$ cat src/rtl/p2s_pkg.sv
// -----------------------------------------------------------------------------
// p2s_pkg
//   Shared constants and types for the P2S transmit scheduler slice.
//   WORD_W / PAYLOAD_W : serializer word width and payload width
//   HDR_DATA / HDR_IDLE: 2-bit word headers for data and idle words
//   CH_IDX_W           : width of a channel index (up to 8 channels)
//   state_t            : scheduler FSM states
// -----------------------------------------------------------------------------
package p2s_pkg;

    localparam int WORD_W    = 16;
    localparam int PAYLOAD_W = 14;
    localparam int CH_IDX_W  = 3;

    localparam logic [1:0] HDR_DATA = 2'b11;
    localparam logic [1:0] HDR_IDLE = 2'b00;

    typedef enum logic [1:0] {
        IDLE  = 2'd0,
        SHIFT = 2'd1,
        GAP   = 2'd2
    } state_t;

endpackage

$ cat src/rtl/p2s_rr_arbiter.sv
// -----------------------------------------------------------------------------
// p2s_rr_arbiter
//   Purely combinational round-robin pick. The winner is the lowest requesting
//   index at or above rr_ptr_i; if none, the lowest requesting index below it.
//   Ports:
//     req_i       in  NUM_CH    request vector
//     rr_ptr_i    in  3         first index with priority
//     grant_o     out NUM_CH    one-hot grant (all zero when nobody requests)
//     grant_idx_o out 3         binary index of the grant
//     any_grant_o out 1         at least one request present
// -----------------------------------------------------------------------------
module p2s_rr_arbiter
    import p2s_pkg::*;
#(
    parameter int NUM_CH = 4
) (
    input  logic [NUM_CH-1:0]   req_i,
    input  logic [CH_IDX_W-1:0] rr_ptr_i,
    output logic [NUM_CH-1:0]   grant_o,
    output logic [CH_IDX_W-1:0] grant_idx_o,
    output logic                any_grant_o
);

    logic                found;
    logic [CH_IDX_W-1:0] idx;

    always_comb begin
        found = 1'b0;
        idx   = '0;
        // First pass: indices at or above the pointer.
        for (int i = 0; i < NUM_CH; i++) begin
            if (!found && req_i[i] && (i >= int'(rr_ptr_i))) begin
                found = 1'b1;
                idx   = CH_IDX_W'(i);
            end
        end
        // Second pass wraps around; anything found here lies below the pointer.
        for (int i = 0; i < NUM_CH; i++) begin
            if (!found && req_i[i]) begin
                found = 1'b1;
                idx   = CH_IDX_W'(i);
            end
        end
        for (int i = 0; i < NUM_CH; i++) begin
            grant_o[i] = found && (idx == CH_IDX_W'(i));
        end
        grant_idx_o = idx;
        any_grant_o = found;
    end

endmodule

$ cat src/rtl/p2s_tx_scheduler.sv
// -----------------------------------------------------------------------------
// p2s_tx_scheduler
//   Shares the 16-bit P2S serializer between NUM_CH word requesters. Granted
//   14-bit payloads are framed as {2'b11, payload} and held on word_out for 16
//   clk cycles (one per serialized bit). Between frames word_out is an idle
//   word (header 2'b00). Optional GAP_CYCLES idle cycles follow every frame.
//
//   Handshake: a requester raises req_valid[i] with req_data[i] stable and
//   keeps both until req_ready[i] is seen high. req_ready is a combinational
//   one-hot pulse; the payload is taken at the clock edge that ends the cycle
//   in which req_ready is high. Dropping req_valid before that is allowed.
//
//   Ports:
//     clk          in  1            serializer bit clock (ps_clk)
//     rst          in  1            asynchronous, active-high reset
//     req_valid    in  NUM_CH       payload pending per requester
//     req_data     in  NUM_CH*14    payload i at bits [14*i+13:14*i]
//     req_ready    out NUM_CH       one-hot accept pulse
//     word_out     out 16           word to serializer din
//     word_valid   out 1            word_out carries a data header
//     bit_idx      out 4            bit the serializer emits this cycle
//     frame_start  out 1            first cycle of each frame
//     active_ch    out 3            channel owning the current frame
//     busy         out 1            FSM not in IDLE
//     dbg_state    out state_t      FSM state, for observation
// -----------------------------------------------------------------------------
module p2s_tx_scheduler
    import p2s_pkg::*;
#(
    parameter int NUM_CH     = 4,
    parameter int GAP_CYCLES = 0
) (
    input  logic                          clk,
    input  logic                          rst,
    input  logic [NUM_CH-1:0]             req_valid,
    input  logic [NUM_CH*PAYLOAD_W-1:0]   req_data,
    output logic [NUM_CH-1:0]             req_ready,
    output logic [WORD_W-1:0]             word_out,
    output logic                          word_valid,
    output logic [3:0]                    bit_idx,
    output logic                          frame_start,
    output logic [CH_IDX_W-1:0]           active_ch,
    output logic                          busy,
    output state_t                        dbg_state
);

    localparam logic       GAP_EN   = (GAP_CYCLES != 0);
    localparam logic [3:0] GAP_LAST = 4'((GAP_CYCLES == 0) ? 0 : GAP_CYCLES - 1);
    localparam logic [WORD_W-1:0] IDLE_WORD = {HDR_IDLE, {PAYLOAD_W{1'b0}}};

    state_t                state_q, state_d;
    logic [WORD_W-1:0]     word_q, word_d;
    logic                  word_valid_q, word_valid_d;
    logic [3:0]            bit_idx_q, bit_idx_d;
    logic                  frame_start_q, frame_start_d;
    logic [CH_IDX_W-1:0]   active_ch_q, active_ch_d;
    logic [CH_IDX_W-1:0]   rr_ptr_q, rr_ptr_d;
    logic [3:0]            gap_cnt_q, gap_cnt_d;

    logic [NUM_CH-1:0]     grant;
    logic [CH_IDX_W-1:0]   grant_idx;
    logic                  any_grant;
    logic [PAYLOAD_W-1:0]  grant_payload;
    logic [CH_IDX_W-1:0]   rr_next;
    logic                  eval_grant;
    logic                  accept;

    p2s_rr_arbiter #(
        .NUM_CH (NUM_CH)
    ) u_arb (
        .req_i       (req_valid),
        .rr_ptr_i    (rr_ptr_q),
        .grant_o     (grant),
        .grant_idx_o (grant_idx),
        .any_grant_o (any_grant)
    );

    always_comb begin
        grant_payload = '0;
        for (int i = 0; i < NUM_CH; i++) begin
            if (grant_idx == CH_IDX_W'(i)) begin
                grant_payload = req_data[i*PAYLOAD_W +: PAYLOAD_W];
            end
        end
    end

    assign rr_next = (int'(grant_idx) == NUM_CH - 1) ? '0 : grant_idx + CH_IDX_W'(1);

    // Arbitration happens in IDLE, and on the last bit of a frame only when
    // back-to-back framing is allowed (no gap configured).
    assign eval_grant = (state_q == IDLE) ||
                        ((state_q == SHIFT) && (bit_idx_q == 4'd15) && !GAP_EN);
    assign accept     = eval_grant && any_grant;
    assign req_ready  = accept ? grant : '0;

    always_comb begin
        state_d       = state_q;
        word_d        = word_q;
        bit_idx_d     = bit_idx_q;
        frame_start_d = 1'b0;
        active_ch_d   = active_ch_q;
        rr_ptr_d      = rr_ptr_q;
        gap_cnt_d     = gap_cnt_q;

        if (accept) begin
            state_d       = SHIFT;
            word_d        = {HDR_DATA, grant_payload};
            bit_idx_d     = 4'd0;
            frame_start_d = 1'b1;
            active_ch_d   = grant_idx;
            rr_ptr_d      = rr_next;
        end else begin
            case (state_q)
                IDLE: begin
                    word_d    = IDLE_WORD;
                    bit_idx_d = 4'd0;
                end
                SHIFT: begin
                    if (bit_idx_q == 4'd15) begin
                        word_d    = IDLE_WORD;
                        bit_idx_d = 4'd0;
                        if (GAP_EN) begin
                            state_d   = GAP;
                            gap_cnt_d = 4'd0;
                        end else begin
                            state_d = IDLE;
                        end
                    end else begin
                        bit_idx_d = bit_idx_q + 4'd1;
                    end
                end
                GAP: begin
                    word_d = IDLE_WORD;
                    if (gap_cnt_q == GAP_LAST) begin
                        state_d = IDLE;
                    end else begin
                        gap_cnt_d = gap_cnt_q + 4'd1;
                    end
                end
                default: begin
                    state_d = IDLE;
                    word_d  = IDLE_WORD;
                end
            endcase
        end

        word_valid_d = (word_d[WORD_W-1 -: 2] == HDR_DATA);
    end

    always_ff @(posedge clk or posedge rst) begin
        if (rst) begin
            state_q       <= IDLE;
            word_q        <= '0;
            word_valid_q  <= 1'b0;
            bit_idx_q     <= 4'd0;
            frame_start_q <= 1'b0;
            active_ch_q   <= '0;
            rr_ptr_q      <= '0;
            gap_cnt_q     <= 4'd0;
        end else begin
            state_q       <= state_d;
            word_q        <= word_d;
            word_valid_q  <= word_valid_d;
            bit_idx_q     <= bit_idx_d;
            frame_start_q <= frame_start_d;
            active_ch_q   <= active_ch_d;
            rr_ptr_q      <= rr_ptr_d;
            gap_cnt_q     <= gap_cnt_d;
        end
    end

    assign word_out    = word_q;
    assign word_valid  = word_valid_q;
    assign bit_idx     = bit_idx_q;
    assign frame_start = frame_start_q;
    assign active_ch   = active_ch_q;
    assign busy        = (state_q != IDLE);
    assign dbg_state   = state_q;

endmodule

$ cat config.mk
export PLATFORM = sky130hd
export DESIGN_NAME = p2s_tx_scheduler
export DESIGN_NICKNAME = d
export VERILOG_FILES = /design/src/rtl/p2s_pkg.sv /design/src/rtl/p2s_rr_arbiter.sv /design/src/rtl/p2s_tx_scheduler.sv
export SDC_FILE = /design/constraint.sdc
export NUM_CORES = 1
export LEC_CHECK = 0
export BUFFER_PORTS_ARGS = -buffer_cell sky130_fd_sc_hd__buf_2
export CAP_MARGIN = 0
export CORE_ASPECT_RATIO = 0.5
export CORE_MARGIN = 1.5
export CORE_UTILIZATION = 45
export CTS_CLUSTER_DIAMETER = 30
export CTS_CLUSTER_SIZE = 40
export DETAILED_ROUTE_END_ITERATION = 7
export PLACE_DENSITY = 0.79
export SETUP_SLACK_MARGIN = 0.15
export SKIP_LAST_GASP = 1
export SYNTH_ARGS = -nofsm -noshare
export SYNTH_HDL_FRONTEND = slang
export SYNTH_HIERARCHICAL = 1
export SYNTH_SLANG_ARGS = --single-unit
$ cat constraint.sdc
create_clock -name clk -period 7.2 [get_ports clk]
set_clock_uncertainty 0.1 [all_clocks]
set_input_delay 0.36 -clock clk [delete_from_list [all_inputs] [get_ports clk]]
set_output_delay 0.36 -clock clk [all_outputs]
set_load 0.02 [all_outputs]
* After elaboration in Yosys (flattened, before gate mapping)
Cells that the tools add are included.
Storage, ports and cells: memories 0, ROM bits 0, word-level logic and storage cells 93, register bits 34, bits in latches 0, bits of input ports 62, output and inout bits 32, memory bits (writable) 0
Cells by class: $lt $le $gt $ge 4, divide/modulo/power cells 0, shifts and indexed selects 0, muxes and demuxes 32, bitwise operators 2, add/subtract/negate cells 3, multipliers 0, equal/unequal tests 11, reductions and logical operators 32
Operators with widths (count):
- 14-bit 2-to-1 mux | 4
- 16-bit 2-to-1 mux | 3
- 2-bit 2-to-1 mux | 9
- 1-bit logical AND | 17
- 4-bit 2-to-1 mux | 3
- 1-bit 2-to-1 mux | 10
- 4-bit by 1-bit adder with 4-bit output (second input constant) | 2
- 2-bit equality test (second input constant) | 4
- 4-bit one-hot mux with 2 select lines | 1
- 1-bit logical NOT | 7
- 1-bit by 3-bit >= comparator with 1-bit output (first input constant) | 2
- 2-bit by 3-bit >= comparator with 1-bit output (first input constant) | 2
- 2-bit one-hot mux with 3 select lines | 1
- 3-bit AND reduction | 2
- 2-bit by 1-bit equality test with 1-bit output (second input constant) | 2
- 4-bit equality test (second input constant) | 1
- 4-bit logical NOT | 1
- 3-bit by 1-bit adder with 3-bit output (second input constant) | 1
- 3-bit equality test (second input constant) | 1
- 3-bit logical NOT | 1
- 3-bit 2-to-1 mux | 1
- 3-bit by 2-bit inequality test with 1-bit output (second input constant) | 1
- 3-bit inequality test (second input constant) | 1
- 3-bit nonzero test | 1
- other kinds (5) | 6

* Depth between registers and ports, before layout
Gate-level depths: netlist (run 1).
depth in word-level cells 34, mapped depth 10, mapped depth without buffers 9

* Cells and area by module
Netlist (run 1), hierarchy kept.
By module, submodules not included:
- p2s_tx_scheduler | area an instance 1660.3 sq um, sequential area each 725.7 sq um, cells an instance 159, instances 1
- p2s_rr_arbiter | area an instance 196.4 sq um, sequential area each 0.0 sq um, cells an instance 30, instances 1

* Worst setup path before layout (run 1)
No wires, ideal clock.
path kind input-to-reg, from input port req_valid[0], to register word_q[10], in the netlist word_out[10], required time 6.978 ns, cell stages on the path 9, setup time 0.122 ns, path buffers 1, path slack 4.884 ns, arrival time 2.094 ns, cells stage by stage or2_1 -> o31ai_2 -> a21o_1 -> inv_1 -> ha_1 -> nor2_2 -> buf_2 -> o211ai_1 -> a32o_1
Between the ends: word-level cells in the longest chain between the ends 32, elaborated cells between the ends (all ways) 44, those cells by class eq/ne (4); mux (20); reduce/logical (20)
RTL lines:
- from (decl) | line p2s_tx_scheduler.sv:35 | input logic [NUM_CH-1:0] req_valid,
- 1-bit logical AND | line p2s_rr_arbiter.sv:32 | if (!found && req_i[i] && (i >= int'(rr_ptr_i))) begin
- 1-bit 2-to-1 mux | line p2s_rr_arbiter.sv:32
- 1-bit logical NOT | line p2s_rr_arbiter.sv:32
- 1-bit logical AND (2 in a row) | line p2s_rr_arbiter.sv:32
- 1-bit 2-to-1 mux | line p2s_rr_arbiter.sv:32
- 1-bit logical NOT | line p2s_rr_arbiter.sv:32
- 1-bit logical AND (2 in a row) | line p2s_rr_arbiter.sv:32
- 1-bit 2-to-1 mux | line p2s_rr_arbiter.sv:32
- [... 13 more ...]
- 1-bit logical NOT | line p2s_rr_arbiter.sv:39 | if (!found && req_i[i]) begin
- 1-bit logical AND | line p2s_rr_arbiter.sv:39
- 2-bit 2-to-1 mux * | line p2s_rr_arbiter.sv:39
- net grant_idx[0] | line p2s_tx_scheduler.sv:61 | logic [CH_IDX_W-1:0] grant_idx;
- 3-bit logical NOT | line p2s_tx_scheduler.sv:81 | if (grant_idx == CH_IDX_W'(i)) begin
- 14-bit 2-to-1 mux (3 in a row) | line p2s_tx_scheduler.sv:81
- 14-bit 2-to-1 mux * | line p2s_tx_scheduler.sv:81
- 16-bit 2-to-1 mux * | line p2s_tx_scheduler.sv:105 | if (accept) begin
- to (signal assigned) | line p2s_tx_scheduler.sv:162 | word_q <= word_d;
- to (decl) | line p2s_tx_scheduler.sv:52 | logic [WORD_W-1:0] word_q, word_d;
The timed path passes the listed nets; every way through them passes the cells marked *. A chain may end at the register's enable or synchronous reset.

* Final worst setup path (run 1)
from register rr_ptr_q[2], to register word_q[6], in the netlist word_out[6]
Between the ends: word-level cells in the longest chain between the ends 33, elaborated cells between the ends (all ways) 48, those cells by class order compare (4); eq/ne (4); mux (20); reduce/logical (20)
RTL lines:
- from (decl) | line p2s_tx_scheduler.sv:57 | logic [CH_IDX_W-1:0] rr_ptr_q, rr_ptr_d;
- from (signal assigned) | line p2s_tx_scheduler.sv:167 | rr_ptr_q <= rr_ptr_d;
- 1-bit by 3-bit >= comparator with 1-bit output | line p2s_rr_arbiter.sv:32
- 1-bit logical AND | line p2s_rr_arbiter.sv:32
- 1-bit 2-to-1 mux | line p2s_rr_arbiter.sv:32
- 1-bit logical NOT | line p2s_rr_arbiter.sv:32
- 1-bit logical AND (2 in a row) | line p2s_rr_arbiter.sv:32
- 1-bit 2-to-1 mux | line p2s_rr_arbiter.sv:32
- 1-bit logical NOT | line p2s_rr_arbiter.sv:32
- 1-bit logical AND (2 in a row) | line p2s_rr_arbiter.sv:32
- [... 14 more ...]
- 1-bit logical NOT | line p2s_rr_arbiter.sv:39
- 1-bit logical AND | line p2s_rr_arbiter.sv:39
- 2-bit 2-to-1 mux * | line p2s_rr_arbiter.sv:39
- net grant_idx[0] | line p2s_tx_scheduler.sv:61
- 3-bit logical NOT | line p2s_tx_scheduler.sv:81
- 14-bit 2-to-1 mux (3 in a row) | line p2s_tx_scheduler.sv:81
- 14-bit 2-to-1 mux * | line p2s_tx_scheduler.sv:81
- 16-bit 2-to-1 mux * | line p2s_tx_scheduler.sv:105
Marked as above.

==> flow_summary.ini, run 1 <==
[status]
status = finished clean

[clocking]
root_buffer = clkbuf_8
clk_pin_slew_worst_paths_ns = 0.06
cts_hold_buf = 0
tritoncts = done
post_cts.repair.setup_buffers = 0
clock_latency_ns = 0.28
cts_resized = 0
cts_sinks = 29
clk_path_buf_depth = 2
cts_max_level = 2
cts_made_buffers = 5

[synthesis]
synth_cell_types = 40
netlist_area_um2 = 1860
yosys.area.top_type = dfrtp_1
avgSynthCellArea_um2 = 9.82
yosysWarnings = 6
ys_ff_latch = 29
async_flop_share_pct = 100
synth_edf_count = 0
ys.flop_type = dfrtp_1
synth_area_leaders = dfrtp_1, a32o_1, nand2_1
postSynthCellCount = 189
ys_seq_area_share_pct = 39.1
yosysTopAreaCellShare_pct = 39.1
syn_nets = 256

[routing]
wl_per_cell_um = 14.4
wl_met3_um = 196
vias = 1724
routed.top_layer = met4
antenna_left = 0
drt_wl_total_um = 4740
drtIter0Drc = 53
route.met2.wl_um = 2360
drt_first_pass_iters = 4
via_per_inst = 5.24
wl_met1_um = 2120
drc = 0

[die]
die_x_um = 93.8
ios = 94
dieArea_um2 = 4540
start_util_pct = 47.3
core-area_um2 = 3920
fp.dieH_um = 48.4
rows = 16

[placement]
gp_congestion = 0.755
dp_hpwl_um = 3460
dp.cells = 321
numPortBuffers = 92

[setup_path]
end_kind = flip-flop
crit_fanout = 14
timing.rr.end = word_out[6]
worstPathRequired_ns = 7.27
path_class = reg -> reg
start_kind = flip-flop
r2r-start = rr_ptr_q[2]
cp.arrival_ns = 2.77
reg2reg_depth = 9
r2r_slack_ns = 4.49

[finish]
stdcell_count = 329
drive_gt1_share_pct = 42.2
nets = 341
n_antenna_cell = 0
syn2layout_area_growth_pct = 28.0

[global_routing]
grt_antenna_before_repair = 0
grt_pass1_wl_um = 7820
grt-ovfl-total = 0
grt_max_degree = 30
first_global_vias = 1685
grt_util_all_layers_pct = 22.1

[sta]
setup_violations = 0
rsz0062_at_grt = false
max_freq_mhz = 370
final_max_slew_viol_count = 0
slew_headroom_pct = 24.9
setup_tns_ns = 0
min_period_ns = 2.71
holdWs_ns = 0.263
post-route-period-util_pct = 37.6
finalHoldViolations = 0
max_slew.worst_pin.slew_ns = 1.13

[min_path]
min_path_type = in -> async

[power_and_ir_drop]
powerDensity_nw_per_um2 = 402
fin_total_pwr_uw = 956
p_leak_nw = 1.18
peakVddDrop_v = 0.000142

[job]
drv_cap = 0
==> area by class of cell <==
cell class / instances / area [um2]
flip-flops and latches: 29 / 726
clock inverters: 1 / 5.00
well taps: 54 / 67.6
clock buffers: 7 / 96.3
fillers: 372 / 1550
repair buffers: 92 / 460
inverters: 7 / 26.3
multi-input cells: 139 / 996
==> worst max path at each step <==
stage / cells past startpoint / slack [ns] / from / endpoint
2_1_floorplan: 9 / 4.88 / req_valid[0] / word_out[10]
3_3_place_gp: 9 / 4.46 / req_valid[0] / word_out[7]
3_5_place_dp: 9 / 4.34 / req_valid[0] / word_out[6]
4_1_cts: 9 / 4.50 / rr_ptr_q[2] / word_out[6]
5_1_grt: 9 / 4.27 / rr_ptr_q[2] / word_out[1]
6_report: 9 / 4.49 / rr_ptr_q[2] / word_out[6]
==> cell usage after synthesis, types with 2 or more instances <==
library cell,n
nand3_1,2
a32o_1,14
nor2_1,8
dfrtp_1,29
mux2_2,4
buf_2,3
xor2_1,2
o22a_1,13
a21oi_1,4
buf_4,4
o211ai_1,15
a21o_1,3
nand2b_4,2
conb_1,2
ha_1,5
nor2b_1,4
inv_1,7
and2_1,6
mux2i_1,2
nand2_1,35
clkbuf_1,2
buf_6,5
==> through the flow <==
stage                     worst slack, ns  cell area, um2  utilization [%]
after floorplan                      4.88            1860                -
after global placement               4.46            2280             58.0
after detailed placement             4.34            2280             58.0
after CTS                            4.50            2380             60.6
after global routing                 4.27            2380             60.6
final                                4.49            2380             60.6
==> where the power goes <==
part,internal [mW],switching (mW)
clock,0.0862,0.0615
combinational,0.219,0.313
sequential,0.227,0.0487
total,0.532,0.424
==> worst max-delay path: stages, from the launching register on <==
cell	delay, ns
dfrtp_1	0.43
nor2b_1	0.20
a21oi_1	0.07
nor2_1	0.23
a21o_1	0.25
inv_1	0.10
ha_1	0.27
nor2_2	0.46
o211ai_1	0.17
a32o_1	0.31
==> per-layer routing <==
layer / GRT usage [%] / up-vias
met3: 4.09 / 8
met5: 0 / -
met1: 26.4 / 814
li1: - / 852
met4: 7.71 / 0
met2: 39.9 / 50
==> state kept, by name, indices dropped and copies added (netlist names) <==
signal,cells
frame_start,1
word_valid,1
active_ch,3
rr_ptr_q,3
word_out,16
bit_idx,4
dbg_state,1
==> cell families (layout without fill, tap and decap cells) <==
family	after synthesis	after routing	synth area share (%)
AOI/OAI and AO/OA	59	59	27.6
xor gates and xnor gates	2	2	0.944
muxes	6	6	3.50
buffers and inverters	21	107	7.28
and+or+nand+nor	65	65	17.9
DFF	29	29	39.1
adders and majority gates	5	5	3.37
other	2	2	0.404
==> layout by cell type (no fill, tap or decap), types with 2 or more instances in the layout <==
master and instances:
buf_2 92, o211ai_1 15, xor2_1 2, and2_1 6, conb_1 2, clkbuf_8 7, o22a_1 13, ha_1 5
nand2_1 35, mux2i_1 2, nand3_1 2, inv_1 7, nand2b_4 2, nor2_1 8, a21oi_1 4, dfrtp_1 29
a32o_1 14, a21o_1 3, nor2b_1 4, mux2_2 4
Power figures use the tool's default switching activity.
==> inputs of run 2 (changes only) <==
CORE_UTILIZATION = 41   (was 45)
PLACE_DENSITY = 0.76   (was 0.79)
clock period = 2.3 ns   (was 7.2 ns; I/O delays follow)
==> flow_summary.ini, run 2 (synthesis results as in run 1) <==
[status]
status = finished clean

[finish]
stdcell_count = 352
final_common_cell = buf_2
largest_reg_flops = 16
final_cell_mix = buf_2, nand2_1, dfrtp_1, buf_4, o211ai_1
n_fill_cell = 358
syn2layout_area_growth_pct = 42.7
final_area_um2 = 2650
regArea_um2 = 728
n_antenna_cell = 0
multiInputGateArea_um2 = 1100
drive_gt1_share_pct = 50.2
nets = 362
fin_util_pct = 60.5

[clocking]
clk_path_buf_depth = 2
clk_pin_slew_worst_paths_ns = 0.06
root_buffer = clkbuf_8
cts_sinks = 29
cts_made_buffers = 5
cts_max_level = 2
clock_latency_ns = 0.28
tritoncts = done

[placement]
dpl-instance-area_um2 = 2370
gp_congestion = 0.903
place_ws_ns = -0.0619
dp.cells = 330
dp_hpwl_um = 3470
numPortBuffers = 92

[setup_path]
worstPathRequired_ns = 2.36
cp_slowest_cell = dfrtp_2
cp.arrival_ns = 2.31
end_kind = flip-flop
crit_fanout = 7
crit_family = compound AO/OA/AOI/OAI gates
timing.critical_path.slowest_cell_delay_ns = 0.47
start_kind = flip-flop
path_class = reg -> reg
crit_buf_inv = 1
cp_cell_sequence = nor2b_4 -> a21boi_4 -> nor2_2 -> a21o_1 -> buf_4 -> ha_4 -> nand2b_4 -> o22a_1 -> a32o_1

[routing]
wl_per_cell_um = 14.7
drc = 0
via_per_inst = 5.27
drtIter0Drc = 60
antenna_left = 0
vias = 1855
drt_wl_total_um = 5180
drt_first_pass_iters = 4

[job]
drv_cap = 0

[die]
core-area_um2 = 4380
start_util_pct = 42.4
fp.dieH_um = 50.6
rows = 17
ios = 94
die_x_um = 98.2
dieArea_um2 = 4970

[power_and_ir_drop]
p_comb_share_pct = 62.7
pwr-share-seq_pct = 25.3
switchingPower_mw = 1.48
powerDensity_nw_per_um2 = 1300
peakVddDrop_v = 0.000409
clkPwrFrac_pct = 12.0
p_int_mw = 1.97
p_leak_nw = 1.29
switching_share_pct = 42.9

[sta]
finalHoldViolations = 0
rsz0062_at_grt = true
max_freq_mhz = 443
setup_violations = 0
slew_headroom_pct = 48.7
min_period_ns = 2.26
final_max_slew_viol_count = 0
finalWorstSetupSlack_ns = 0.0444
post-route-period-util_pct = 98.1
max_slew.worst_pin.slew_ns = 0.769

[global_routing]
grt-ovfl-total = 0
grt_max_degree = 29
first_global_vias = 1814
grt_util_all_layers_pct = 21.4
grt_pass1_wl_um = 8270
grt_antenna_before_repair = 0

[min_path]
min_path_type = in -> reg
[run 2: cell types whose count changed in the layout (fill, tap and decap cells not counted), moves of 2 or more]
| cell | previous run | this run |
|---|---|---|
| nor2b_1 | 4 | 2 |
| nor2_4 | 0 | 2 |
| buf_12 | 0 | 2 |
| dfrtp_1 | 29 | 27 |
| nor2_1 | 8 | 6 |
| buf_4 | 0 | 17 |
| ha_1 | 5 | 1 |
| dfrtp_2 | 0 | 2 |
| ha_4 | 0 | 3 |
[run 2: power by group through the flow]
stage / combinational, mW / clock (mW) / sequential [mW]
floorplan: 1.16 / 0 / 1.06
CTS: 2.09 / 0.423 / 0.861
detailed placement: 1.82 / 0 / 0.857
finish: 2.16 / 0.413 / 0.870
global placement: 1.77 / 0 / 0.848
global route: 2.36 / 0.445 / 0.899
[run 2: worst register-to-register path, stage by stage, from the launching register on]
cell and delay [ns]:
dfrtp_2 0.47, nor2b_4 0.14, a21boi_4 0.19, nor2_2 0.05, a21o_1 0.21, buf_4 0.16
ha_4 0.19, nand2b_4 0.20, o22a_1 0.20, a32o_1 0.24
[run 2: final cells by class]
class	count	share of cell area, %
timing repair buffer	112	24.1
inverter	7	0.992
sequential	29	27.5
multi-input combinational	140	41.5
clock buffer	7	3.26
tap	57	2.69
[run 2: worst paths after layout]
check / startpoint / to / slack, ns / depth (start not counted)
min in group asynchronous: rst / word_out[4] / 0.42 / 3
worst max register to register: rr_ptr_q[2] / word_out[11] / 0.04 / 9
worst max-delay path: rr_ptr_q[2] / word_out[11] / 0.04 / 9
worst min-delay path: req_data[38] / word_out[10] / 0.1 / 3
worst min register to register: bit_idx[0] / bit_idx[0] / 0.39 / 1
max in group asynchronous: rst / rr_ptr_q[2] / 1.04 / 4
[run 2: metal layers]
layer  global-route usage (%)  vias to the layer above  share of wire (%)
met5                        0                        -                  0
met1                     25.6                      896                 42
met3                     4.60                        6                6.0
met2                     39.1                       56                 51
li1                         -                      897                  -
met4                     6.57                        0                1.1
[run 2: through the flow]
| step | power [mW] | TNS (ns) | hold slack [ns] |
|---|---|---|---|
| detailed placement | 2.68 | -0.603 | 0.192 |
| floorplan | 2.21 | 0 | 0.0931 |
| global placement | 2.62 | 0 | 0.182 |
| global route | 3.70 | -0.521 | 0.108 |
| finish | 3.44 | 0 | 0.0982 |
| CTS | 3.37 | 0 | 0.0956 |
[run 2: what timing repair did]
| action | in CTS | in global routing |
|---|---|---|
| endpoints found under the hold margin | 19 | 0 |
| cloned | 1 | 0 |
| pin swaps | 10 | 3 |
| gates resized for setup | 14 | 3 |
| setup endpoints to repair | 18 | 14 |
| setup buffers | 10 | 3 |
| hold buffers | 1 | 0 |
==> inputs of run 3 (changes only) <==
CORE_UTILIZATION = 39   (was 41)
CTS_BUF_LIST = sky130_fd_sc_hd__clkbuf_16   (was default)
RECOVER_POWER = 25   (was default)
SYNTH_HIERARCHICAL = default   (was 1)
==> flow_summary.ini, run 3 <==
[routing]
drt_first_pass_iters = 4
drt_wl_total_um = 6190
via_per_inst = 5.60
vias = 1936
antenna_left = 0
drc = 0
drtIter0Drc = 199
wl_per_cell_um = 17.9

[global_routing]
grt-ovfl-total = 0
grt_max_degree = 31
grt_pass1_wl_um = 7660
grt_util_all_layers_pct = 22.6
first_global_vias = 1601
grt_antenna_before_repair = 0

[sta]
finalHoldViolations = 0
setup_tns_ns = 0
rsz0062_at_grt = true
max_freq_mhz = 445
post-route-period-util_pct = 97.6
min_period_ns = 2.25
setup_violations = 0
final_max_slew_viol_count = 0

[die]
rows = 16
fp.dieH_um = 48.2
start_util_pct = 40.8
ios = 94
die_x_um = 93.4
core-area_um2 = 3900
dieArea_um2 = 4500

[power_and_ir_drop]
powerDensity_nw_per_um2 = 1300
p_leak_nw = 1.32
peakVddDrop_v = 0.000584

[setup_path]
crit_family = buffers and inverters
cp_cell_sequence = buf_4 -> buf_4 -> a311oi_2 -> buf_4 -> inv_4 -> ha_4 -> buf_6 -> and2_4 -> buf_6
crit_buf_inv = 6
crit_fanout = 8
worstPathRequired_ns = 2.09
crit_top_cell = buf_4
path_class = reg -> out
cp.arrival_ns = 2.03
cp_slowest_cell = dfrtp_2
start_kind = flip-flop
end_kind = primary output
timing.critical_path.slowest_cell_delay_ns = 0.43

[clocking]
clk_path_buf_depth = 2
root_buffer = clkbuf_16
cts_max_level = 1
cts_sinks = 27
clock_latency_ns = 0.26
clk_pin_slew_worst_paths_ns = 0.07
cts_made_buffers = 3
tritoncts = done

[finish]
nets = 360
n_antenna_cell = 0
syn2layout_area_growth_pct = 71.2
final_common_cell = buf_2
largest_reg_flops = 16
fin_util_pct = 69.9
drive_gt1_share_pct = 59.6
final_cell_mix = buf_2, nand2_1, dfrtp_1, buf_4, nor2_1

[synthesis]
synth.most_common_cell = nand2_1
async_flop_share_pct = 100
synth_area_leaders = dfrtp_1, o41ai_1, nand2_1
yosys.area.top_type = dfrtp_1
ys_ff_latch = 27
ys_seq_area_share_pct = 42.4
ys.flop_type = dfrtp_1
yosysTopAreaCellShare_pct = 42.4
avgSynthCellArea_um2 = 8.90
yosysWarnings = 0
synth_cell_types = 30
postSynthCellCount = 179
netlist_area_um2 = 1590
synth_edf_count = 0
yosys-top-cells-count = nand2_1, dfrtp_1, nor2_1, a211oi_1, o41ai_1

[placement]
numPortBuffers = 91
dp_hpwl_um = 3260
gp_congestion = 0.736

[status]
status = finished clean

[min_path]
min_path_type = in -> reg

[job]
drv_cap = 0
-- run 3: cell count changes after synthesis, moves of 4 or more --
cell and delta:
o41ai_1 +14, a32o_1 -14, o22ai_1 +13, a211oi_1 +14, o22a_1 -13, nand2_1 -4, nor2_1 +12, buf_6 -4
o211ai_1 -15, nor2b_1 -4
-- run 3: final cells by class --
class / instances / area [um2]
flip-flops and latches: 27 / 677
inverters: 7 / 28.8
multi-input cells: 131 / 1060
clock buffers: 3 / 75.1
repair buffers: 123 / 812
well taps: 54 / 67.6
fillers: 265 / 1180
clock inverters: 1 / 5.00
-- run 3: stage by stage --
step	power [mW]	hold slack [ns]	worst slack (ns)	instances	cell area, um2
2_1_floorplan	1.98	0.0677	0.101	180	1680
3_3_place_gp	2.34	0.0962	0.105	316	2150
3_5_place_dp	2.39	0.102	-0.0706	316	2150
4_1_cts	3.13	0.0844	0.0372	331	2500
5_1_grt	3.73	0.106	-0.0529	346	2730
6_report	3.54	0.0843	0.0549	346	2730
-- run 3: worst paths after layout --
| check | start | to | slack (ns) | cells past startpoint |
|---|---|---|---|---|
| min in group asynchronous | rst | frame_start | 0.35 | 4 |
| max in group asynchronous | rst | rr_ptr_q[1] | 1.46 | 4 |
| worst min register to register | word_out[3] | word_out[3] | 0.38 | 2 |
| worst max register to register | rr_ptr_q[1] | word_out[9] | 0.06 | 9 |
| worst min-delay path | req_data[30] | word_out[2] | 0.08 | 3 |
| worst max-delay path | rr_ptr_q[1] | req_ready[0] | 0.05 | 9 |
-- run 3: cells by family (layout without fill, tap and decap cells) --
group           after synthesis  count (layout)  share of synthesized area, %
fa+ha+maj                     5               5                          3.93
mux                           3               3                          2.04
flops                        27              27                          42.4
buf+inv                      23             134                          7.31
xor+xnor                      2               2                          1.10
simple gates                 63              64                          17.4
compound gates               55              55                          25.5
other cells                   1               2                         0.235
-- run 3: what timing repair did --
item                                    CTS  global route
endpoints found under the setup margin   18            18
hold buffers                              1             0
cloned                                    4             1
setup buffers                             6            14
pin swaps                                17            16
endpoints found under the hold margin    27             0
resized for setup                        39            19
-- run 3: metal layers --
layer	part of all wire, %	wire, um	up-vias	global-route usage (%)
li1	-	-	866	-
met1	38	2360	937	27.3
met2	51	3170	104	41.3
met3	6.2	386	29	4.83
met4	4.5	277	0	10.3
met5	0	0	-	0
-- run 3: tightest hold or removal path, cell delays in order --
cell and delay (ns):
buf_2 0.10, o22ai_1 0.11, o41ai_1 0.09
-- run 3: power by group --
part,switching [mW],internal [mW],leakage (nW)
logic,1.24,1.05,0.958
clock network,0.171,0.235,0.0409
registers,0.146,0.692,0.317
